[src/rtl/psum_readout_ctrl.sv]
// psum_readout_ctrl: streams a burst of len_onij PSUM words onto the readout port.
// A one-cycle start in IDLE launches the burst. The SRAM read for word 0 is issued in
// the start cycle itself, so each word appears one cycle after its address, with no gaps.
module psum_readout_ctrl #(
   parameter int psum_bw  = 16,
   parameter int col      = 8,
   parameter int len_onij = 16,
   parameter int addr_w   = 11
) (
   input  logic                     clk,
   input  logic                     reset,
   input  logic                     readout_start,
   input  logic [addr_w-1:0]        base_addr,
   output logic                     CEN_pmem,
   output logic                     WEN_pmem,
   output logic [addr_w-1:0]        A_pmem,
   input  logic [psum_bw*col-1:0]   Q_pmem,
   output logic [psum_bw*col-1:0]   readout,
   output logic                     readout_valid,
   output logic                     busy,
   output logic                     done
);

   localparam int CW = $clog2(len_onij) + 1;
   localparam int DW = psum_bw * col;
   localparam logic [CW-1:0] C_ONE  = CW'(1);
   localparam logic [CW-1:0] C_LAST = CW'(len_onij - 1);

   typedef enum logic [1:0] {
      S_IDLE = 2'd0,
      S_READ = 2'd1,
      S_LAST = 2'd2
   } state_t;

   state_t              state_q, state_d;
   logic [CW-1:0]       c_q, c_d;
   logic [addr_w-1:0]   base_q, base_d;
   logic [DW-1:0]       readout_q, readout_d;
   logic                valid_q, valid_d;
   logic                done_q, done_d;
   logic                cen_s;
   logic [addr_w-1:0]   addr_s;

   // State and datapath registers; reset abandons any burst in flight.
   always_ff @(posedge clk or negedge reset) begin
      if (!reset) begin
         state_q   <= S_IDLE;
         c_q       <= '0;
         base_q    <= '0;
         readout_q <= '0;
         valid_q   <= 1'b0;
         done_q    <= 1'b0;
      end else begin
         state_q   <= state_d;
         c_q       <= c_d;
         base_q    <= base_d;
         readout_q <= readout_d;
         valid_q   <= valid_d;
         done_q    <= done_d;
      end
   end

   // Next-state, SRAM address/enable and output-register updates.
   always_comb begin
      state_d   = state_q;
      c_d       = c_q;
      base_d    = base_q;
      readout_d = readout_q;
      valid_d   = valid_q;
      done_d    = done_q;
      cen_s     = 1'b1;
      addr_s    = base_addr;
      case (state_q)
         S_IDLE: begin
            // Word 0 is fetched in the start cycle straight from base_addr.
            cen_s   = ~readout_start;
            addr_s  = base_addr;
            valid_d = 1'b0;
            done_d  = 1'b0;
            if (readout_start) begin
               base_d  = base_addr;
               c_d     = C_ONE;
               state_d = (len_onij > 1) ? S_READ : S_LAST;
            end else begin
               state_d = S_IDLE;
            end
         end
         S_READ: begin
            // Address arithmetic wraps naturally at addr_w bits.
            cen_s     = 1'b0;
            addr_s    = base_q + addr_w'(c_q);
            readout_d = Q_pmem;
            valid_d   = 1'b1;
            done_d    = 1'b0;
            if (c_q == C_LAST) begin
               state_d = S_LAST;
            end else begin
               c_d     = c_q + C_ONE;
               state_d = S_READ;
            end
         end
         S_LAST: begin
            // All reads issued; capture the final word and flag completion.
            cen_s     = 1'b1;
            addr_s    = base_q;
            readout_d = Q_pmem;
            valid_d   = 1'b1;
            done_d    = 1'b1;
            state_d   = S_IDLE;
         end
         default: begin
            state_d = S_IDLE;
         end
      endcase
   end

   assign CEN_pmem      = cen_s;
   assign WEN_pmem      = 1'b1;
   assign A_pmem        = addr_s;
   assign readout       = readout_q;
   assign readout_valid = valid_q;
   assign done          = done_q;
   assign busy          = (state_q != S_IDLE);

endmodule

[config.mk]
export PLATFORM = sky130hd
export DESIGN_NAME = psum_readout_ctrl
export DESIGN_NICKNAME = d
export VERILOG_FILES = /design/src/rtl/psum_readout_ctrl.sv
export SDC_FILE = /design/constraint.sdc
export NUM_CORES = 1
export LEC_CHECK = 0
export BUFFER_PORTS_ARGS = -buffer_cell sky130_fd_sc_hd__buf_2
export CORE_MARGIN = 3
export CORE_UTILIZATION = 25
export DETAILED_ROUTE_END_ITERATION = 16
export GPL_TIMING_DRIVEN = 0
export SETUP_SLACK_MARGIN = 0.15
export SLEW_MARGIN = 40
export SYNTH_ARGS = -nofsm -noshare
export SYNTH_HDL_FRONTEND = slang
export SYNTH_SLANG_ARGS = --single-unit
[constraint.sdc]
create_clock -name clk -period 5.39 [get_ports clk]
set_input_delay 0.539 -clock clk [delete_from_list [all_inputs] [get_ports clk]]
set_output_delay 0.539 -clock clk [all_outputs]
set_load 0.005 [all_outputs]
# Word-level counts from Yosys, hierarchy flattened
# Index checks and enable logic that the tools add are counted.
# totals
regBits	148
inputBits	142
output_inout_bits	144
word_cells	33
# op_classes
n_addsub	2
n_eq_ne	5
n_mux	10
n_bitwise	1
n_reduce_logical	9
# op_table
operator	count
$pmux W11 S2	1
$add A11 B5 Y11	1
$mux W5	2
$pmux W5 S2	1
$reduce_bool A2 Y1	4
$pmux W1 S2	3
$add A5 B1 Y5 const B	1
$eq A5 B4 Y1 const B	1
$ne A2 B2 Y1 const B	2
$pmux W2 S2	1
$reduce_or A2 Y1	2
$reduce_and A3 Y1	1
$eq A2 B1 Y1 const B	1
$eq A2 B2 Y1 const B	1
$logic_not A2 Y1	1
$mux W2	1
$reduce_and A2 Y1	1
$mux W1	1
$not A1 Y1	1

# Logic depth before layout (Yosys ltp)
# logic_depth
depth_word	3
depth_mapped	8
mapped_depth_nobuf	8

# Least setup slack after synthesis
# OpenSTA, ideal clock, no wires.
# synth_path
kind	reg-to-output
from	reg c_q[0]
to	out A_pmem[8]
t_arrival_ns	1.783
required_ns	4.851
path_slack_ns	3.068
stages_incl_launch_ff	9
path_buffers	0
path_cell_list	dfrtp_1 -> ha_1 -> inv_1 -> fa_1 -> nor2b_4 -> o2111ai_2 -> nand3_2 -> mux2i_1 -> o32a_1
# synth_between
elab_chain_cells	2
# synth_rtl
item	line	rtl
start: declaration	36	logic [CW-1:0] c_q, c_d;
start signal: assignment	48	c_q <= '0;
start signal: assignment	55	c_q <= c_d;
$add A11 B5 Y11	91	addr_s = base_q + addr_w'(c_q);
$pmux W11 S2	73	case (state_q)
end: declaration	16	output logic [addr_w-1:0] A_pmem,
# Every way passes these cells.

# Final worst setup path
# layout_path
from	reg state_q[0]
to	out A_pmem[9]
# layout_between
elab_chain_cells	2
word_cells_on_any_way	3
classes_between	eq/ne (2); mux (1)
# layout_rtl
item	line	rtl
start: declaration	35	state_t state_q, state_d;
start signal: assignment	54	state_q <= state_d;
$eq A2 B2 Y1 / $eq A2 B1 Y1 (equally long branches)	73	
$pmux W11 S2 (*)	73	
# Every way passes the cells marked *; elsewhere a longest branch is shown, timed or not.

==> metrics.cfg <==
[power]
powerDensity_nw_per_um2=590
power_leakage_uw=0.00420
vdd_ir_drop_max_uv=220

[floorplanning]
die_height_um=164
dieWidth_um=164
num_rows=57
die_area_um2=26900
start_util=0.256
core-area_um2=24400
ios=286

[clock_network]
ctsLongestPathBuffers=2
clk_latency_ps=420
cts-resized-gates=0
cts_setup_buffers=0
root_buffer=clkbuf_16
ctsHoldBuffers=1
cts.clk_slew.worst_paths_ps=80
tritoncts=yes
cts_buffers=17
h-tree-depth=4
cts.sink_count=148

[cells_and_area]
ff_latch_area_um2=3700
multiInputGateArea_um2=2350
layout.nets=893
drive_gt1_frac=0.648
syn2layout_area_growth_pct=40.4
n_antenna_cell=0
postLayoutCoreUtil=0.359
nFillCells=2462
final_cell_area_um2=8750

[timing]
fin_crit_ps=3070
fmax_mhz=326
rsz0062_at_grt=false
clock_skew_ps=10.8
drv_slew=0
finalCritPeriodShare=0.569
finalHoldViolations=0
finalSetupTns_ps=0
setup_viol=0

[synthesis]
synthTopCellsByCount=dfrtp_1, mux2_2, nand2_1
synth_seq_area_share=0.594
synth.largest_area_cell=dfrtp_1
synth-edff-count=0
yosysUniqueCellTypes=44
syn_inst=433
synth_area_leaders=dfrtp_1, mux2_2, ha_1, buf_2, nand2_1
yosysWarnings=0
synth.cell_area_um2=6240
synth_most_common_cell=dfrtp_1
ys_seq_elements=148
synth_top_area_share=0.594
synth_nets=587
ys.flop_type=dfrtp_1
avgSynthCellArea_um2=14.4
async_reset_ff_frac=1.00

[worst_setup_path]
crit_top_cell=buf_2
max_stage_delay_ps=380
worst-setup-path-type=flop to output port
crit_path_end_kind=output port
critPathTopFamily=buffers and inverters
start_kind=flop
worstPathRequired_ps=4850
arrival_ps=2530
critPathBufInv=5
crit_fanout=10
crit_chain=inv_1 -> ha_1 -> buf_2 -> buf_2 -> buf_2 -> o22ai_1 -> nor3_1 -> buf_2
cp_num_cells=8
slowest_stage=dfrtp_1
reg2reg_depth=6

[grt]
met2_usage=0.207
grt_util_met1=0.148
grt_antenna_before_repair=0
first_global_vias=4804
gr-total-overflow=0
use_met3=0.0444
grtUsageTotal=0.122
grt_max_degree=68
grt_pass1_wl_um=25600
busiest_layer=met2

[drt]
drc=0
via_per_inst=4.25
wl_um=16400
drtAntennaViolNets=0
wl_per_cell_um=15.2
vias=4578
drt_iter0_markers=149
detailedRoute.firstPassIterationCount=4

[place]
dp_hpwl_um=12300
port-buffer-count=284
place_congestion=0.743
place_area_um2=8130

[hold_path]
holdPathStages=2
min_path_type=input port to flop

[status]
status=finished, final reports clean

[job]
maxCapViolations=0

flip-flops by register name, summed over array words and instances, names as in the netlist:
name,flops
readout,128
c_q,5
base_q,11
done,1
state_q,2
readout_valid,1
stage by stage:
stage	std cells	total power, uW	hold slack, ps	worst slack [ps]
3_3_place_gp	1041	3930	485	1430
2_1_floorplan	433	3080	243	3070
3_5_place_dp	1043	3970	382	2670
6_report	1076	5170	342	2320
4_1_cts	1076	5270	315	2200
5_1_grt	1076	5570	313	2070
placed cells by master, fill, tap and decap left out, types with 2 or more instances in the layout:
master / n
a22oi_1: 2
buf_2: 300
inv_8: 4
nand3b_1: 2
bufinv_16: 2
mux2_2: 141
a2bb2oi_1: 2
xnor2_1: 3
a31oi_1: 3
clkbuf_8: 3
buf_16: 2
nor3_1: 7
a211oi_1: 2
inv_6: 6
dfrtp_1: 148
nor2b_1: 3
o32a_1: 2
nor2_1: 6
a21oi_1: 11
a311oi_1: 2
nand2_1: 18
nand2b_1: 2
ha_1: 11
o22ai_1: 3
inv_1: 10
nand4b_1: 3
o21ai_0: 10
mux2i_1: 2
clkbuf_16: 17
power by group:
| group | leakage, uW | switching [uW] | internal (uW) |
|---|---|---|---|
| combinational | 0.00217 | 966 | 1130 |
| clock | 0.000300 | 542 | 709 |
| sequential | 0.00173 | 249 | 1570 |
cell type report:
type                    count  area share
clock buffers              17      0.0486
flip-flops and latches    148       0.423
multi-input cells         252       0.268
inverters                  10     0.00429
clock inverters            15      0.0217
plain buffers              23      0.0170
well taps                 324      0.0463
repair buffers            287       0.171
per-layer routing:
layer,share of wire,wire (um),vias to the layer above
li1,-,-,2168
met2,0.50,8260,161
met5,0,0,-
met1,0.41,6690,2240
met3,0.078,1290,9
met4,0.0090,147,0
kinds of logic (layout without fill, tap and decap cells):
group / Yosys count / after routing / share of synthesized area
DFF: 148 / 148 / 0.594
xor gates and xnor gates: 3 / 3 / 0.00421
buffers and inverters: 33 / 352 / 0.0299
adders and majority gates: 12 / 12 / 0.0253
other: 1 / 1 / 0.000601
AOI/OAI and AO/OA: 42 / 42 / 0.0445
muxes: 143 / 143 / 0.258
and+or+nand+nor: 51 / 51 / 0.0439
worst paths after layout:
check	from	end	slack, ps
worst max-delay path	state_q[0]	A_pmem[9]	2320
worst min-delay path	Q_pmem[30]	readout[30]	340
worst max register to register	state_q[0]	readout[88]	3320
worst min register to register	readout[51]	readout[51]	500
max in group asynchronous	reset	readout[19]	4260
min in group asynchronous	reset	base_q[0]	540
Note: power is estimated with default switching activity, not from simulation.
